===== src/rtl/vga_cfg_master_pkg.sv =====
// vga_cfg_master_pkg: shared config-bus widths, addresses and resolution codes
// used by the VGA configuration master and its neighbours.
package vga_cfg_master_pkg;

    localparam int VGA_CONFIG_WIDTH = 8;
    localparam logic [7:0] VGA_ADDR_CONFIG = 8'h01;

    typedef enum logic [1:0] {
        R6X4  = 2'b00,
        R8X6  = 2'b01,
        R10X7 = 2'b10,
        R_ILL = 2'b11
    } res_t;

    function automatic logic res_legal(input logic [1:0] r);
        return r != R_ILL;
    endfunction

endpackage


===== src/rtl/vga_cfg_timer.sv =====
// vga_cfg_timer: acknowledge timeout counter; held at zero while clr is high,
// counts otherwise and flags the last cycle of the window.
module vga_cfg_timer
    import vga_cfg_master_pkg::*;
#(
    parameter int TIMEOUT = 8
) (
    input  logic clk,
    input  logic rst_n,
    input  logic clr,
    output logic tc
);

    localparam int TW = $clog2(TIMEOUT);

    logic [TW-1:0] cnt;

    always_ff @(posedge clk or negedge rst_n) begin
        if (!rst_n) cnt <= '0;
        else        cnt <= clr ? '0 : cnt + 1'b1;
    end

    assign tc = cnt == TW'(TIMEOUT - 1);

endmodule


===== src/rtl/vga_cfg_master.sv =====
// vga_cfg_master: programs the VGA resolution register over the config bus,
// with acknowledge timeout, bounded retry and a one-deep pending request.
module vga_cfg_master
    import vga_cfg_master_pkg::*;
#(
    parameter int                      CONFIG_WIDTH    = VGA_CONFIG_WIDTH,
    parameter logic [CONFIG_WIDTH-1:0] ADDR_VGA_CONFIG = CONFIG_WIDTH'(VGA_ADDR_CONFIG),
    parameter int                      TIMEOUT         = 8,
    parameter int                      MAX_RETRY       = 2,
    parameter logic [1:0]              BOOT_RES        = 2'b00
) (
    input  logic                    clk,
    input  logic                    rst_n,
    input  logic                    req,
    input  logic [1:0]              res_sel,
    input  logic                    c_rdy,
    output logic                    c_valid,
    output logic [CONFIG_WIDTH-1:0] c_addr,
    output logic [CONFIG_WIDTH-1:0] c_data,
    output logic                    busy,
    output logic                    done,
    output logic                    error,
    output logic [1:0]              cur_res
);

    typedef enum logic [1:0] {IDLE, SEND, WAIT, FIN} state_t;

    localparam int RW = MAX_RETRY > 0 ? $clog2(MAX_RETRY + 1) : 1;
    localparam logic [RW-1:0] RETRY_LIM = RW'(MAX_RETRY);

    state_t        state, state_d;
    logic [1:0]    sel, sel_d, pend_sel, pend_sel_d, cur_res_d, start_sel;
    logic          pend_vld, pend_vld_d, boot, ok, ok_d;
    logic          start, done_d, error_d, tc;
    logic [RW-1:0] retry, retry_d;

    vga_cfg_timer #(.TIMEOUT(TIMEOUT)) u_timer (
        .clk  (clk),
        .rst_n(rst_n),
        .clr  (state != WAIT),
        .tc   (tc)
    );

    always_comb begin
        state_d    = state;
        sel_d      = sel;
        retry_d    = retry;
        ok_d       = ok;
        pend_vld_d = pend_vld;
        pend_sel_d = pend_sel;
        cur_res_d  = cur_res;
        done_d     = 1'b0;
        error_d    = 1'b0;
        start      = req || boot || pend_vld;
        start_sel  = req ? res_sel : boot ? BOOT_RES : pend_sel;
        case (state)
            IDLE: if (start) begin
                pend_vld_d = 1'b0;
                if (res_legal(start_sel)) begin
                    sel_d   = start_sel;
                    state_d = SEND;
                end else begin
                    error_d = 1'b1;
                end
            end
            SEND: state_d = WAIT;
            WAIT: if (c_rdy) begin
                ok_d    = 1'b1;
                state_d = FIN;
            end else if (tc) begin
                if (retry < RETRY_LIM) begin
                    retry_d = retry + 1'b1;
                    state_d = SEND;
                end else begin
                    ok_d    = 1'b0;
                    state_d = FIN;
                end
            end
            FIN: begin
                done_d    = ok;
                error_d   = !ok;
                cur_res_d = ok ? sel : cur_res;
                retry_d   = '0;
                // an illegal pending select is left for IDLE to reject
                if (pend_vld && res_legal(pend_sel)) begin
                    sel_d      = pend_sel;
                    pend_vld_d = 1'b0;
                    state_d    = SEND;
                end else begin
                    state_d = IDLE;
                end
            end
            default: state_d = IDLE;
        endcase
        if (req && state != IDLE) begin
            pend_vld_d = 1'b1;
            pend_sel_d = res_sel;
        end
    end

    always_ff @(posedge clk or negedge rst_n) begin
        if (!rst_n) begin
            state    <= IDLE;
            sel      <= 2'b00;
            retry    <= '0;
            ok       <= 1'b0;
            pend_vld <= 1'b0;
            pend_sel <= 2'b00;
            boot     <= BOOT_RES != 2'b00;
            c_valid  <= 1'b0;
            c_addr   <= '0;
            c_data   <= '0;
            busy     <= 1'b0;
            done     <= 1'b0;
            error    <= 1'b0;
            cur_res  <= 2'b00;
        end else begin
            state    <= state_d;
            sel      <= sel_d;
            retry    <= retry_d;
            ok       <= ok_d;
            pend_vld <= pend_vld_d;
            pend_sel <= pend_sel_d;
            boot     <= 1'b0;
            c_valid  <= state_d == SEND;
            c_addr   <= state_d == SEND ? ADDR_VGA_CONFIG : '0;
            c_data   <= state_d == SEND ? CONFIG_WIDTH'(sel_d) : '0;
            busy     <= state_d != IDLE;
            done     <= done_d;
            error    <= error_d;
            cur_res  <= cur_res_d;
        end
    end

endmodule


===== config.mk =====
export PLATFORM = sky130hd
export DESIGN_NAME = vga_cfg_master
export DESIGN_NICKNAME = d
export VERILOG_FILES = /design/src/rtl/vga_cfg_master_pkg.sv /design/src/rtl/vga_cfg_timer.sv /design/src/rtl/vga_cfg_master.sv
export SDC_FILE = /design/constraint.sdc
export NUM_CORES = 1
export LEC_CHECK = 0
export CAP_MARGIN = 25
export CORE_ASPECT_RATIO = 0.7
export CORE_UTILIZATION = 50
export DETAILED_ROUTE_END_ITERATION = 7
export GPL_TIMING_DRIVEN = 0
export PLACE_DENSITY_LB_ADDON = 0.2
export SLEW_MARGIN = 5
export SYNTH_ARGS = -nofsm -noshare
export SYNTH_HDL_FRONTEND = slang
export SYNTH_SLANG_ARGS = --single-unit

===== constraint.sdc =====
create_clock -name clk -period 3.2 [get_ports clk]
set_input_delay 0.64 -clock clk [delete_from_list [all_inputs] [get_ports clk]]
set_output_delay 0.64 -clock clk [all_outputs]
set_load 0.05 [all_outputs]

Word level (Yosys, flattened, before mapping)
Cells that the tools add are included.
{ "op_classes": {"addsub": 2, "order_cmp": 1, "n_eq_ne": 14, "n_mux": 30, "n_reduce_logical": 14} }
{ "op_table": {"columns": ["op", "count"], "rows": [
  ["$mux 2", 13],
  ["$ne 2x2->1 const B", 7],
  ["$mux 1", 11],
  ["$pmux 2 s2", 2],
  ["$pmux 2 s4", 1],
  ["$reduce_bool 2->1", 4],
  ["$ne 3x3->1 const B", 2],
  ["$reduce_and 3->1", 2],
  ["$eq 2x1->1 const B", 2],
  ["$eq 2x2->1 const B", 2],
  ["$pmux 1 s2", 2],
  ["$reduce_and 4->1", 1],
  ["$add 3x1->3 const B", 1],
  ["$eq 3x3->1 const B", 1],
  ["$mux 3", 1],
  ["$reduce_bool 3->1", 1],
  ["$add 2x1->2 const B", 1],
  ["$logic_and 1x1->1", 2],
  ["$logic_not 2->1", 1],
  ["$lt 2x2->1 const B", 1],
  ["$reduce_and 2->1", 1],
  ["$logic_not 1->1", 1],
  ["$logic_or 1x1->1", 1]
]} }
{ "word_totals": {"regBits": 22, "input_bits": 6, "out_inout_bits": 22} }

Depth between registers and ports, before layout
Gate-level depths: netlist of the first run.
{ "logic_depth": {"word_depth": 7, "ltp_mapped": 6, "depth_no_buf": 6} }

Hierarchy
Synthesis of the first run repeated with hierarchy kept, for this count alone.
{ "hier_totals": {"hier_cells": 109, "area_unflattened_um2": 1156.1} }
{ "by_module_without_submodules": {"columns": ["mod", "n_inst", "cells_per_inst", "area_each_um2", "seq_area_each_um2"], "rows": [
  ["vga_cfg_master", 1, 101, 1039.7, 450.4],
  ["vga_cfg_timer", 1, 8, 116.4, 75.1]
]} }

Worst setup path after synthesis of the first run
OpenSTA, ideal clock, no wires.
{ "synth_path": {"path_kind": "register to register", "from": "register u_timer.cnt[0]", "to": "register busy", "setup_ps": 121, "arrival_time_ps": 1536, "required_time_ps": 3079, "slack_ps": 1543, "path_stages_with_launch": 6, "path_buffers": 0, "period_less_slack_ps": 1657, "cell_sequence": "dfrtp_1 -> ha_1 -> ha_1 -> o31a_1 -> a311o_1 -> a22o_1"} }
{ "synth_between": {"elab_chain_cells": 5} }
{ "synth_rtl": {"columns": ["item", "line", "text"], "rows": [
  ["start: declaration", "vga_cfg_timer.sv:16", "logic [TW-1:0] cnt;"],
  ["start signal: assignment", "vga_cfg_timer.sv:20", "else cnt <= clr ? '0 : cnt + 1'b1;"],
  ["$eq 3x3->1", "vga_cfg_timer.sv:23", "assign tc = cnt == TW'(TIMEOUT - 1);"],
  ["$mux 2", "vga_cfg_master.sv:70", "end else if (tc) begin"],
  ["$mux 2", "vga_cfg_master.sv:67", "WAIT: if (c_rdy) begin"],
  ["$pmux 2 s4", "vga_cfg_master.sv:56", "case (state)"],
  ["$reduce_bool 2->1", "vga_cfg_master.sv:128", "busy <= state_d != IDLE;"],
  ["end signal: assignment", "vga_cfg_master.sv:113", "busy <= 1'b0;"],
  ["end signal: assignment", "vga_cfg_master.sv:128", null],
  ["end: declaration", "vga_cfg_master.sv:20", "output logic busy,"]
]} }
Every way passes these cells.
A chain may end at the register's enable or synchronous reset.

Final worst setup path of the first run
{ "layout_path": {"from": "register c_addr[0]", "to": "output port c_addr[0]"} }
{ "layout_rtl": {"columns": ["item", "line", "text"], "rows": [
  ["start: declaration", "vga_cfg_master.sv:18", "output logic [CONFIG_WIDTH-1:0] c_addr,"],
  ["start signal: assignment", "vga_cfg_master.sv:126", "c_addr <= state_d == SEND ? ADDR_VGA_CONFIG : '0;"]
]} }
No word-level cell between the ends.

==> impl_metrics.toml, run 1 <==
[logic_synthesis]
syn_area_mm2 = 0.001159
ys_ff_latch = 21
synth_fa_ha_area_share_pct = 5.400
ys_warn_count = 0
synth-compound-area-share_pct = 19.33
yosys.area.top_type_share_pct = 45.36
ys_types = 37
synth_simple_gate_area_share_pct = 14.36
ys_top_cells_by_area = "dfrtp_1 (45%), buf_4 (9.1%), ha_1 (5.4%)"
ys_seq_area_share_pct = 45.36
synth_top_family_by_area = "compound AO/OA/AOI/OAI gates"
synth_cells = 113
yosysTopAreaCell = "dfrtp_1"
synth-xor-area-share_pct = 0
avgSynthCellArea_um2 = 10.25
synthMuxAreaShare_pct = 2.808

[setup_path]
cp_data_required_time_ns = 2.56
start_kind = "register"
path_class = "register to output port"
crit_path_max_fanout = 2
arrival_ns = 1.55
critPathCaptureType = "output port"

[clock_tree]
numCtsBuffers = 3
cts_max_path_buffers = 2
clock_latency_ns = 0.30
hold_buffers = 0
cts-resized-gates = 0
clk_pin_slew_worst_paths_ns = 0.11
ctsRootBufferMaster = "clkbuf_4"
tritoncts = "built"
h-tree-depth = 1
post-cts-setup-buffer-count = 0
clkSinkCount = 21

[cells_and_area]
num_antenna_cells = 0
seqCellArea_um2 = 525.5
fill_cells = 202
num-nets-final = 155
multiInputGateArea_um2 = 534.3
fin_area_mm2 = 0.001411
drive_above_1_share_pct = 18.88
utilization_pct = 64.98
area_delta_synth_final_pct = 21.81

[sta]
fmax_mhz = 456.8
hold_viol_final = 0
timing.setup.tns_ns = 0
setup_viol = 0
finalCriticalPeriod_ns = 2.189
min_period_over_period_pct = 68.41
rsz0062_at_grt = "false"
slew_violations = 0
fin_skew_ns = 0.004318

[die]
die_w_um = 59.54
ios = 28
die_area_mm2 = 0.002517
start_util_pct = 53.34
die_y_um = 42.28
rows = 14
coreArea_mm2 = 0.002172

[grt]
gr-total-overflow = 0
grt_pass1_wl_mm = 3.229
grt_start_max_net_pins = 22
grt_pass1_vias = 698
grt.total_usage_pct = 17.88
antenna_found_initial = 0

[pwr]
swShare_pct = 47.30
switchingPower_w = 0.0006197
leakagePower_nw = 0.6803
power_density_mw_per_mm2 = 928.4
peakVddDrop_v = 0.0003723
pwr-share-seq_pct = 32.6
combPwrFrac_pct = 57.7
p_clk_share_pct = 9.7
p_int_w = 0.0006905

[status]
status = "completed"

[placed_design]
port_buffers = 13
dp_hpwl_mm = 1.528
gp_congestion = 0.8700
dpl_cell_area_mm2 = 0.001374

[routing]
wl_mm = 2.035
num_vias = 874
dr.pass1.iters = 4
drt_iter0_markers = 39
vias_per_cell = 4.994
drc = 0
drtAntennaViolNets = 0
wire_per_inst_um = 11.63

[min_path]
hold_path_class = "register to register"

[run]
cap_violations = 0
## synthesized netlist by cell type, drive strengths merged
library cell  count
o221ai            1
nand2             9
o21a              1
o22ai             1
o211ai            2
or3b              1
mux2i             1
a21o              1
dfrtp            21
nor2b             5
o21ai             7
nor3b             2
conb              1
a22o              2
mux2              2
nor2              5
or2               1
a221oi            1
nand3             4
buf              15
a2bb2oi           1
and2              2
o32a              1
a211oi            2
inv               8
clkbuf            1
a21oi             3
o211a             1
a41oi             1
a311o             1
nand2b            2
o31a              1
a22oi             1
ha                5
## cell usage in the layout (no fill, tap or decap), types with 2 or more instances in the layout
cell type        netlist  layout
ha_1                   5       5
clkbuf_1               1       2
a211oi_1               2       2
a21oi_1                2       2
buf_4                 14      14
nor2b_1                5       5
a22o_1                 2       2
nand2b_1               2       2
and2_1                 2       2
conb_1                 1      13
o211ai_1               2       2
mux2_2                 2       2
o21ai_0                7       7
nand3_1                4       4
nand2_1                9       9
clkbuf_4               0       3
inv_1                  8       8
dfrtp_1               21      21
clkdlybuf4s50_1        0      13
nor2_1                 5       5
## per-stage QoR
step / setup slack (ns) / instances / hold slack, ns / power, W
finish: 1.011 / 175 / 0.4366 / 0.001310
CTS: 0.9929 / 174 / 0.4433 / 0.001308
global placement: 1.034 / 170 / 0.4214 / 0.001155
global route: 0.9433 / 175 / 0.4539 / 0.001397
floorplan: 1.543 / 125 / 0.3444 / 0.0009888
detailed placement: 1.019 / 170 / 0.4260 / 0.001179
## per-layer routing
| metal | GRT usage (%) | wire length, µm |
|---|---|---|
| met1 | 25.45 | 991 |
| met2 | 25.39 | 848 |
| met3 | 6.481 | 159 |
| met4 | 5.581 | 36 |
| met5 | 0 | 0 |
## power groups by stage
stage          registers, W  clock network (W)  logic [W]
2_1_floorplan      0.000554                  0   0.000435
6_report           0.000428           0.000127   0.000756
3_3_place_gp       0.000430                  0   0.000725
3_5_place_dp       0.000435                  0   0.000744
4_1_cts            0.000428           0.000134   0.000746
5_1_grt            0.000441           0.000148   0.000808
## worst paths after layout
path	from	endpoint	slack (ns)	depth (start not counted)
worst max-delay path	c_addr[0]	c_addr[0]	1.01	2
worst min-delay path	u_timer.cnt[0]	u_timer.cnt[0]	0.44	1
worst max register to register	u_timer.cnt[0]	busy	1.43	5
worst min register to register	u_timer.cnt[0]	u_timer.cnt[0]	0.44	1
max in group asynchronous	rst_n	pend_sel[1]	2.11	2
min in group asynchronous	rst_n	retry[0]	0.63	1
## worst max-delay path: stages, from the launching register on
cell,delay [ns]
dfrtp_1,0.36
buf_4,0.10
clkdlybuf4s50_1,0.78
## cells by family after synthesis
| family | count (synthesis) |
|---|---|
| mux | 3 |
| flops | 21 |
| compound gates | 28 |
| buf+inv | 24 |
| other cells | 1 |
| simple gates | 31 |
| fa+ha+maj | 5 |
## cell type report
cell class,count,area share [%]
Multi-Input combinational cell,80,37.85
Sequential cell,21,37.23
Timing Repair Buffer,14,10.02
Buffer,16,8.067
Tap cell,32,2.837
Inverter,8,2.128
Clock buffer,4,1.862
## state kept, by name, summed over array words and instances (netlist names)
signal and flops:
u_timer.cnt 3, c_data 2, cur_res 2, pend_sel 2, retry 2, sel 2, state 2, busy 1
c_addr 1, done 1, error 1, ok 1, pend_vld 1
Power figures use the tool's default switching activity.
==> run 2: changes to the inputs <==
--- a/config.mk
+++ b/config.mk
@@ -7,7 +7,7 @@
 export LEC_CHECK = 0
 export CAP_MARGIN = 25
 export CORE_ASPECT_RATIO = 0.7
-export CORE_UTILIZATION = 50
+export CORE_UTILIZATION = 48
 export DETAILED_ROUTE_END_ITERATION = 7
 export GPL_TIMING_DRIVEN = 0
 export PLACE_DENSITY_LB_ADDON = 0.2
==> constraint.sdc (replaced) <==
create_clock -name clk -period 2.1 [get_ports clk]
set_input_delay 0.42 -clock clk [delete_from_list [all_inputs] [get_ports clk]]
set_output_delay 0.42 -clock clk [all_outputs]
set_load 0.05 [all_outputs]
==> impl_metrics.toml, run 2 (synthesized netlist as in run 1, its figures left out) <==
[cells_and_area]
fin_cells = 175
num_antenna_cells = 0
largest_reg_flops = 3
final_cell_mix = "dfrtp_1 (21), buf_4 (14), conb_1 (13), clkdlybuf4s50_1 (13), nand2_1 (9)"
drive_above_1_share_pct = 19.58
multiInputGateArea_um2 = 534.3
fill_cells = 190
num-nets-final = 155
fin_area_mm2 = 0.001416
top_register = "u_timer.cnt"
seqCellArea_um2 = 525.5
area_delta_synth_final_pct = 22.25
final_common_cell = "dfrtp_1"

[clock_tree]
h-tree-depth = 1
post-cts-setup-buffer-count = 0
clock_latency_ns = 0.31
numCtsBuffers = 3
cts-resized-gates = 0
clkSinkCount = 21
tritoncts = "built"
clk_pin_slew_worst_paths_ns = 0.12
hold_buffers = 0
ctsRootBufferMaster = "clkbuf_4"
cts_max_path_buffers = 2

[sta]
finalCriticalPeriod_ns = 1.984
worst_slew_pin_slew_ns = 0.5007
hold_viol_final = 0
fmax_mhz = 504.0
fin_skew_ns = 0.001404
slew_violations = 0
setup_viol = 0
rsz0062_at_grt = "false"
finalWorstSetupSlack_ns = 0.1159
slew_headroom_pct = 66.51
timing.setup.tns_ns = 0
whs_ns = 0.2868
min_period_over_period_pct = 94.48

[grt]
busiest_layer = "met2"
met1_usage_pct = 24.76
antenna_found_initial = 0
met3_usage_pct = 5.793
gr-total-overflow = 0
grt_pass1_wl_mm = 3.698
grt_pass1_vias = 833
grt_start_max_net_pins = 22
use_met2_pct = 32.97
grt.total_usage_pct = 19.78

[routing]
drc = 0
drtAntennaViolNets = 0
vias_per_cell = 4.926
drt_iter0_markers = 30
dr.pass1.iters = 4
wire_per_inst_um = 12.57
wl_mm = 2.199
num_vias = 862

[placed_design]
place_ws_ns = 0.09451
dp_hpwl_mm = 1.705
gp_congestion = 0.8607
port_buffers = 13
dpl_cell_area_mm2 = 0.001374
place_inst = 170

[pwr]
power_density_mw_per_mm2 = 1410
leakagePower_nw = 0.6844
peakVddDrop_v = 0.0006075

[setup_path]
reg2reg_slack_ns = 0.30
crit_buf_inv = 2
path_cells = "buf_4, clkdlybuf4s50_1"
slowest_stage = "clkdlybuf4s50_1"
crit_path_max_fanout = 2
reg2reg_depth = 6
path_delay_family = "buffers and inverters"
arrival_ns = 1.56
cp_data_required_time_ns = 1.68
worstReg2RegStart = "u_timer.cnt[0]"
path_class = "register to output port"
reg2reg_to = "c_data[0]"
critPathMaxStageDelay_ns = 0.78
critPathCaptureType = "output port"
start_kind = "register"

[die]
die_area_mm2 = 0.002617
die_w_um = 60.72
die_y_um = 43.11
ios = 28
start_util_pct = 52.49
coreArea_mm2 = 0.002207
rows = 14

[run]
cap_violations = 0

[status]
status = "completed"

[min_path]
hold_path_class = "primary input to asynchronous set/reset pin"
-- run 2: cell count changes in the layout (fill, tap and decap cells not counted), sizes merged --
cell,delta
clkinv,+1
clkbuf,-1
-- run 2: worst max path at each step --
stage / start / endpoint / slack [ns] / depth (start not counted)
2_1_floorplan: u_timer.cnt[0] / busy / 0.44 / 5
3_3_place_gp: c_rdy / c_data[0] / 0.14 / 5
3_5_place_dp: c_rdy / c_data[0] / 0.09 / 5
4_1_cts: c_addr[0] / c_addr[0] / 0.10 / 2
5_1_grt: c_addr[0] / c_addr[0] / 0.04 / 2
6_report: c_addr[0] / c_addr[0] / 0.12 / 2
-- run 2: cell type report --
type / instances / area share (%)
Timing Repair Buffer: 14 / 10.25
Buffer: 16 / 8.039
Multi-Input combinational cell: 80 / 37.72
Sequential cell: 21 / 37.10
Tap cell: 32 / 2.827
Inverter: 8 / 2.120
Clock inverter: 1 / 0.3534
Clock buffer: 3 / 1.590
-- run 2: worst reg2reg max path, delay by kind of cell (launching register included) --
family,cells,cell delay [ns]
compound gates,3,0.53
simple gates,1,0.44
fa+ha+maj,2,0.38
flops,1,0.37
-- run 2: metrics by stage --
step / power (W) / util, %
CTS: 0.002006 / 63.49
global route: 0.002162 / 64.17
finish: 0.001997 / 64.17
detailed placement: 0.001804 / 62.24
global placement: 0.001759 / 62.24
floorplan: 0.001507 / -
-- run 2: routing by layer --
metal	vias up	part of all wire, %	wire (µm)
li1	425	-	-
met1	394	44	963
met2	37	47	1031
met3	6	7.9	174
met4	0	1.4	30
met5	-	0	0
-- run 2: power by group --
part	switching (W)	internal (W)	leakage, nW
Clock	0.000127	0.0000713	0.0177
Sequential	0.000104	0.000552	0.265
Combinational	0.000717	0.000425	0.402
Total	0.000949	0.00105	0.684
